$ cat src/rtl/fetch_pkg.sv
// Shared types and defaults for the instruction-fetch stage.
package fetch_pkg;

  typedef enum logic [0:0] {
    BOOT = 1'b0,
    RUN  = 1'b1
  } fetch_state_t;

  typedef struct packed {
    logic [31:0] pc;
    logic [31:0] instr;
  } fetch_entry_t;

  localparam logic [31:0] RESET_PC_DEF = 32'h0000_0000;
  localparam logic [31:0] PC_STEP_DEF  = 32'd4;

endpackage

$ cat src/rtl/fetch_queue.sv
// Circular FIFO of fetched {pc, instr} entries with synchronous flush.
module fetch_queue
  import fetch_pkg::*;
#(
  parameter int QDEPTH = 2,
  parameter int CW     = $clog2(QDEPTH) + 1
) (
  input  logic         clk,
  input  logic         reset,
  input  logic         flush_i,
  input  logic         push_i,
  input  fetch_entry_t push_entry_i,
  input  logic         pop_i,
  output fetch_entry_t head_o,
  output logic [CW-1:0] count_o
);

  localparam int PW = $clog2(QDEPTH);

  fetch_entry_t  mem_q [QDEPTH];
  logic [PW-1:0] rd_ptr_q, rd_ptr_d;
  logic [PW-1:0] wr_ptr_q, wr_ptr_d;
  logic [CW-1:0] count_q, count_d;
  logic          do_pop;

  assign do_pop = pop_i & (count_q != '0);

  // Pointers are log2(QDEPTH) wide, so incrementing wraps at QDEPTH for free.
  always_comb begin
    rd_ptr_d = rd_ptr_q;
    wr_ptr_d = wr_ptr_q;
    count_d  = count_q;
    if (flush_i) begin
      rd_ptr_d = '0;
      wr_ptr_d = '0;
      count_d  = '0;
    end else begin
      if (push_i) wr_ptr_d = wr_ptr_q + 1'b1;
      if (do_pop) rd_ptr_d = rd_ptr_q + 1'b1;
      count_d = count_q + CW'(push_i) - CW'(do_pop);
    end
  end

  always_ff @(posedge clk) begin
    if (reset) begin
      rd_ptr_q <= '0;
      wr_ptr_q <= '0;
      count_q  <= '0;
    end else begin
      rd_ptr_q <= rd_ptr_d;
      wr_ptr_q <= wr_ptr_d;
      count_q  <= count_d;
    end
  end

  always_ff @(posedge clk) begin
    if (!reset && !flush_i && push_i) mem_q[wr_ptr_q] <= push_entry_i;
  end

  always_ff @(posedge clk) begin
    if (!reset && !flush_i && push_i && !do_pop) assert (count_q < CW'(QDEPTH));
  end

  assign head_o  = (count_q != '0) ? mem_q[rd_ptr_q] : '0;
  assign count_o = count_q;

endmodule

$ cat src/rtl/fetch_stage.sv
// Instruction-fetch stage: owns the PC, issues to a 1-cycle synchronous imem
// and buffers responses in a small queue feeding the IF/ID register.
module fetch_stage
  import fetch_pkg::*;
#(
  parameter logic [31:0] RESET_PC = RESET_PC_DEF,
  parameter logic [31:0] PC_STEP  = PC_STEP_DEF,
  parameter int          QDEPTH   = 2
) (
  input  logic                       clk,
  input  logic                       reset,
  output logic                       imem_req,
  output logic [31:0]                imem_addr,
  input  logic [31:0]                imem_rdata,
  input  logic                       redirect_valid,
  input  logic [31:0]                redirect_pc,
  input  logic                       id_stall,
  output logic                       if_valid,
  output logic [31:0]                if_pc,
  output logic [31:0]                if_instr,
  output logic [$clog2(QDEPTH):0]    q_count
);

  localparam int CW = $clog2(QDEPTH) + 1;

  fetch_state_t state_q, state_d;
  logic [31:0]  pc_q, pc_d;
  logic         inflight_q, inflight_d;
  logic [31:0]  inflight_pc_q, inflight_pc_d;
  logic         squash_q, squash_d;

  logic         pop;
  logic         issue;
  logic         push;
  logic [CW:0]  credit_used;
  fetch_entry_t head;
  fetch_entry_t push_entry;

  assign pop = if_valid & ~id_stall;

  // Entries already held plus the one coming back, minus the one leaving now.
  assign credit_used = {1'b0, q_count} + (CW+1)'(inflight_q) - (CW+1)'(pop);
  assign issue = (state_q == RUN) & ~redirect_valid & (credit_used < (CW+1)'(QDEPTH));
  assign push  = inflight_q & ~squash_q & ~redirect_valid;

  assign push_entry = '{pc: inflight_pc_q, instr: imem_rdata};

  always_comb begin
    state_d       = state_q;
    pc_d          = pc_q;
    inflight_d    = issue;
    inflight_pc_d = inflight_pc_q;
    squash_d      = 1'b0;
    if (state_q == BOOT) state_d = RUN;
    if (redirect_valid) begin
      pc_d     = redirect_pc;
      squash_d = inflight_q;
    end else if (issue) begin
      pc_d          = pc_q + PC_STEP;
      inflight_pc_d = pc_q;
    end
  end

  always_ff @(posedge clk) begin
    if (reset) begin
      state_q       <= BOOT;
      pc_q          <= RESET_PC;
      inflight_q    <= 1'b0;
      inflight_pc_q <= '0;
      squash_q      <= 1'b0;
    end else begin
      state_q       <= state_d;
      pc_q          <= pc_d;
      inflight_q    <= inflight_d;
      inflight_pc_q <= inflight_pc_d;
      squash_q      <= squash_d;
    end
  end

  fetch_queue #(
    .QDEPTH(QDEPTH),
    .CW    (CW)
  ) u_queue (
    .clk         (clk),
    .reset       (reset),
    .flush_i     (redirect_valid),
    .push_i      (push),
    .push_entry_i(push_entry),
    .pop_i       (pop),
    .head_o      (head),
    .count_o     (q_count)
  );

  assign imem_req  = issue;
  assign imem_addr = pc_q;
  assign if_valid  = (q_count != '0);
  assign if_pc     = head.pc;
  assign if_instr  = head.instr;

endmodule

$ cat config.mk
export PLATFORM = sky130hd
export DESIGN_NAME = fetch_stage
export DESIGN_NICKNAME = d
export VERILOG_FILES = /design/src/rtl/fetch_pkg.sv /design/src/rtl/fetch_queue.sv /design/src/rtl/fetch_stage.sv
export SDC_FILE = /design/constraint.sdc
export NUM_CORES = 1
export LEC_CHECK = 0
export ABC_CLOCK_PERIOD_IN_PS = 5700
export BUFFER_PORTS_ARGS = -buffer_cell sky130_fd_sc_hd__buf_4
export CORE_AREA = 4 4 92 180
export DETAILED_ROUTE_END_ITERATION = 7
export DIE_AREA = 0 0 96 184
export HOLD_SLACK_MARGIN = 0.15
export PLACE_DENSITY = 0.75
export SLEW_MARGIN = 20
export SYNTH_ARGS = -nofsm -noshare
export SYNTH_HDL_FRONTEND = slang
export SYNTH_SLANG_ARGS = --single-unit
$ cat constraint.sdc
create_clock -name clk -period 5.7 [get_ports clk]
set_clock_uncertainty 0.1 [all_clocks]
set_input_delay 1.14 -clock clk [delete_from_list [all_inputs] [get_ports clk]]
set_output_delay 1.14 -clock clk [all_outputs]
set_load 0.02 [all_outputs]
**After elaboration in Yosys (flattened, before gate mapping)**

Memory sizes are Yosys's and may differ from the RTL's. A register that Yosys moved wholly into a read port is not among the register bits.
Cells that the tools add are included.
Widths: inputs -> output; s select.

- Bits in registers: 71
- Memory bits (writable): 128
- Input port bits: 68
- Output and inout port bits: 100
- Word-level logic and storage cells: 43
- Memories kept: 1

- Add/subtract/negate cells: 7
- Order comparisons: 1
- Muxes and demuxes: 8
- Bitwise gates (word level): 9
- Reduce and logical (&&, ||, !) cells: 9

Memories:

| memory | words | width | read ports | clocked after Yosys merged registers in | wr ports | line | text |
|---|---|---|---|---|---|---|---|
| u_queue.mem_q | 2 | 64 | 1 | 1 | 1 | fetch_queue.sv:20 | `fetch_entry_t mem_q [QDEPTH];` |

Operators with widths:

| cell | count |
|---|---|
| $mux 32 | 2 |
| $mux 64 | 1 |
| $add 32x3->32 const B | 1 |
| $and 1x1->1 | 6 |
| $mux 1 | 5 |
| $reduce_bool 2->1 | 2 |
| $reduce_or 2->1 | 2 |
| $add 2x1->3 | 1 |
| $lt 3x2->1 const B | 1 |
| $not 1->1 | 3 |
| $sub 3x1->3 | 1 |
| $add 1x1->1 const B | 2 |
| $add 2x1->2 | 1 |
| $logic_and 1x1->1 | 2 |
| $logic_not 1->1 | 2 |
| $reduce_and 2->1 | 1 |
| $sub 2x1->2 | 1 |

**Logic depth before layout (Yosys ltp)**

- Depth after elaboration: 7
- Depth in mapped cells: 14
- Depth with buffers taken out: 12

**Hierarchy**

Synthesis repeated with hierarchy kept, for this count alone.

- Cell total of the unflattened synthesis: 657
- Area total of the unflattened synthesis: 8085.3 um^2

Modules (own cells, without submodules):

| module | instances | cells each | area each (um^2) | sequential area each (um^2) |
|---|---|---|---|---|
| fetch_queue | 1 | 292 | 5077.4 | 3943.8 |
| fetch_stage | 1 | 365 | 3007.9 | 1341.3 |

**Least setup slack after synthesis**

Ideal clock, no wire load.

- Path type: input to register
- From: input redirect_valid
- To: memory u_queue.mem_q[0][0] (netlist name) (enable)
- Setup time: 486 ps
- Arrival time: 4223 ps
- Required time: 5114 ps
- Path slack: 891 ps
- Stages on the path: 4
- Buffers on the path: 1
- Cells stage by stage: clkbuf_1 -> nor2_1 -> nand2_1 -> nor2_1

- Cells in the longest elaborated chain, start to end: 5
- Elaborated cells on any way between the ends: 7
- Classes of those cells: 2 x mux; 2 x bitwise; 3 x reduce/logical

RTL lines:

| what | line | text |
|---|---|---|
| start: declaration | fetch_stage.sv:15 | `input logic redirect_valid,` |
| $not 1->1 (no line) / $logic_not 1->1 (equally long branches) | n/a |  |
| $and 1x1->1 / $logic_and 1x1->1 (equally long branches) | fetch_stage.sv:44, fetch_queue.sv:57 |  |
| $logic_and 1x1->1 * | fetch_queue.sv:57 | `if (!reset && !flush_i && push_i) mem_q[wr_ptr_q] <= push_entry_i;` |
| $mux 1 * | fetch_queue.sv:57 |  |
| $mux 1 (not written as such) * | fetch_queue.sv:57 |  |
| end: declaration | fetch_queue.sv:20 |  |

Mark *: on every way between the ends. The rest lies on a longest branch, timed or not.

**Final worst setup path**

- From: input id_stall
- To: output imem_req

- Cells in the longest elaborated chain, start to end: 5

RTL lines:

| what | line | text |
|---|---|---|
| start: declaration | fetch_stage.sv:17 | `input logic id_stall,` |
| $not 1->1 | fetch_stage.sv:39 | `assign pop = if_valid & ~id_stall;` |
| $and 1x1->1 | fetch_stage.sv:39 |  |
| $sub 3x1->3 | fetch_stage.sv:42 | `assign credit_used = {1'b0, q_count} + (CW+1)'(inflight_q) - (CW+1)'(pop);` |
| $lt 3x2->1 | fetch_stage.sv:43 | `assign issue = (state_q == RUN) & ~redirect_valid & (credit_used < (CW+1)'(QDEPTH));` |
| $and 1x1->1 | fetch_stage.sv:43 |  |
| end: declaration | fetch_stage.sv:12 | `output logic imem_req,` |

No other way between the ends.

==> results.tsv <==
stage	metric	value	unit
pwr	total_power	2.95	mW
drt	routed_wl	17.4	mm
yosys	synth_area	8010	sq um
pwr	p_leak	3.58	nW
yosys	synth_edf_count	128	
hold_path	hold_class	flip-flop to flip-flop	
yosys	synth-seq-cells	200	
cells_and_area	synthToLayoutAreaGrowth	24.8	%
placed_design	dp_slack	1.32	ns
floorplan	die-area	17700	sq um
critical_path	crit_fanout	5	
job	max_cap_viol_count	0	
critical_path	worstPathArrival	3.10	ns
clock_network	clkTransAtPathRegs	0.07	ns
global_routing	overflow	0	
timing	rsz0062_at_grt	false	
yosys	yosysMostFrequentCell	edfxtp_1	
drt	drcViolationCount	0	
pwr	pwr_density_cell	295	nW/um^2
floorplan	die_w	96	um
cells_and_area	antennaDiodeCount	0	
timing	hold_viol_final	0	
critical_path	worstPathRequired	4.46	ns
critical_path	worstReg2RegStart	u_queue.count_o[1]	
pwr	ir_drop	0.216	mV
clock_network	ctsHoldBuffers	0	
timing	whs	0.358	ns
global_routing	antenna_found_initial	0	
critical_path	worstSetupPathType	input port to output port	
clock_network	numCtsBuffers	17	
yosys	yosys-top-cells-count	128 x edfxtp_1, 93 x nor2_1, 89 x nand2_1	
clock_network	cts_tree	yes	
floorplan	core	15300	sq um
critical_path	end_kind	output port	
yosys	ys_dominant_reg_cell	edfxtp_1	
timing	min_period	4.34	ns
hold_path	hold_start	inflight_pc_q[9]	
clock_network	clk_path_buf_depth	2	
global_routing	grt_max_degree	69	
floorplan	rows	64	
drt	dr.pass1.iters	4	
yosys	synth_cell_types	42	
drt	detail_route.iter0.violations	213	
placed_design	portBuffers	167	
clock_network	ctsRootBufferMaster	clkbuf_16	
clock_network	postCtsSetupBuffers	0	
yosys	yosysWarnings	0	
yosys	synth_area_leader_cell	edfxtp_1	
timing	fin_ws	1.36	ns
clock_network	clkSinkCount	200	
yosys	synthCells	678	
clock_network	htreeDepth	4	
placed_design	gp_congestion	0.900	
timing	period_share	0.761	
clock_network	clock_latency	0.42	ns
clock_network	cts_resized	0	
critical_path	cp-startpoint	id_stall	
timing	max_freq	0.231	GHz
drt	wl_met2	9.60	mm
drt	top_layer	met4	
yosys	synth_area_leaders	edfxtp_1 48%, dfxtp_1 18%, mux2i_1 8.2%, nor2_1 4.4%, nand2_1 4.2%	
global_routing	grt_first_pass_wirelength	27.4	mm
drt	wl_met3	928	um
drt	avgViaCountPerCell	5.42	
timing	slew_headroom	0.262	
floorplan	ios	168	
yosys	synth_top_area_frac	0.480	
cells_and_area	drive_above_1_share	0.254	
floorplan	die_height	184	um
global_routing	grt_pass1_vias	5757	
yosys	async_flop_share	0	
drt	antenna_left	0	
floorplan	initial_core_util	0.524	
timing	tns	0	ns
drt	vias	5651	
cells_and_area	nets	905	
placed_design	hpwl	12.3	mm
yosys	synthesis.nets	751	
global_routing	grt_util_all_layers	0.202	
yosys	avgSynthCellArea	11.8	sq um
drt	wl_met1	6.34	mm
timing	slew_violations	0	
timing	tightest_slew	1.11	ns
yosys	synth_seq_area_share	0.660	
status	outcome	finished clean	
drt	wire_per_inst	16.7	um
timing	setup_viol	0	
critical_path	start_kind	input port	
[cell families (layout without fill, tap and decap cells)]
group	count (synthesis)	count (layout)	share of synthesized area
AO/OA/AOI/OAI	79	79	0.0592
XOR/XNOR	22	22	0.0241
adder cells (fa/ha/maj)	5	5	0.00875
buffers and inverters	51	218	0.0244
flip-flops	200	200	0.660
multiplexers	67	67	0.0839
AND/OR/NAND/NOR	254	254	0.140
[per-stage QoR]
step	util	instances	instance area (sq um)
finish	0.654	1043	10000
global route	0.654	1043	10000
CTS	0.654	1043	10000
detailed placement	0.616	1011	9430
global placement	0.616	1011	9430
floorplan	-	678	8010
[routing by layer]
metal	global-route usage	vias to the layer above
li1	-	2733
met1	0.214	2674
met2	0.371	200
met3	0.0393	44
met4	0.0975	0
met5	0	-
[flip-flops by register name, summed over array words and instances, names as in the netlist, named ones only]
signal	cells
squash_q	1
u_queue.mem_q	128
imem_addr	32
inflight_q	1
state_q	1
inflight_pc_q	32
u_queue.rd_ptr_q	1
u_queue.count_o	2
u_queue.wr_ptr_q	1
[cell type report]
cell class | count | area, sq um
fillers | 1207 | 5300
flip-flops and latches | 200 | 5290
multi-input cells | 427 | 2550
repair buffers | 172 | 1290
clock buffers | 19 | 453
well taps | 198 | 248
clock inverters | 13 | 118
inverters | 14 | 52.6
[cells in the final DEF, fill, tap and decap left out, drive strengths merged, types with 3 or more instances in the layout]
cell type    n
nand3       22
nand2       89
a21oi       44
mux2i       66
clkbuf      19
buf        172
nand4       14
a211oi      12
a2bb2oi      5
and2         3
ha           4
xor2        11
clkinv       6
xnor2       11
and3         6
a31oi        4
or3          4
nor4         6
nor2        93
o21ai        7
nor3         8
inv         19
edfxtp     128
or2          3
dfxtp       72
[where the power goes]
group          internal [mW]  switching [mW]  total [mW]
combinational         0.0908           0.115       0.205
sequential              1.57          0.0370        1.60
clock                  0.631           0.515        1.15
[critical path, stage by stage]
cell	delay, ns
buf_4	0.11
nor2_1	0.18
ha_1	0.27
inv_1	0.10
nand2_1	0.07
fa_1	0.37
xor2_1	0.20
or3_1	0.41
clkinv_1	0.10
buf_4	0.14
[path summary, 6_finish.rpt]
kind                     endpoint  slack, ns  cells after the start
max                      imem_req       1.36                     10
max reg2reg         imem_addr[13]       2.02                     12
min reg2reg  u_queue.mem_q[1][41]       0.36                      0
min          u_queue.mem_q[1][41]       0.36                      0
(Power assumes the default switching activity.)
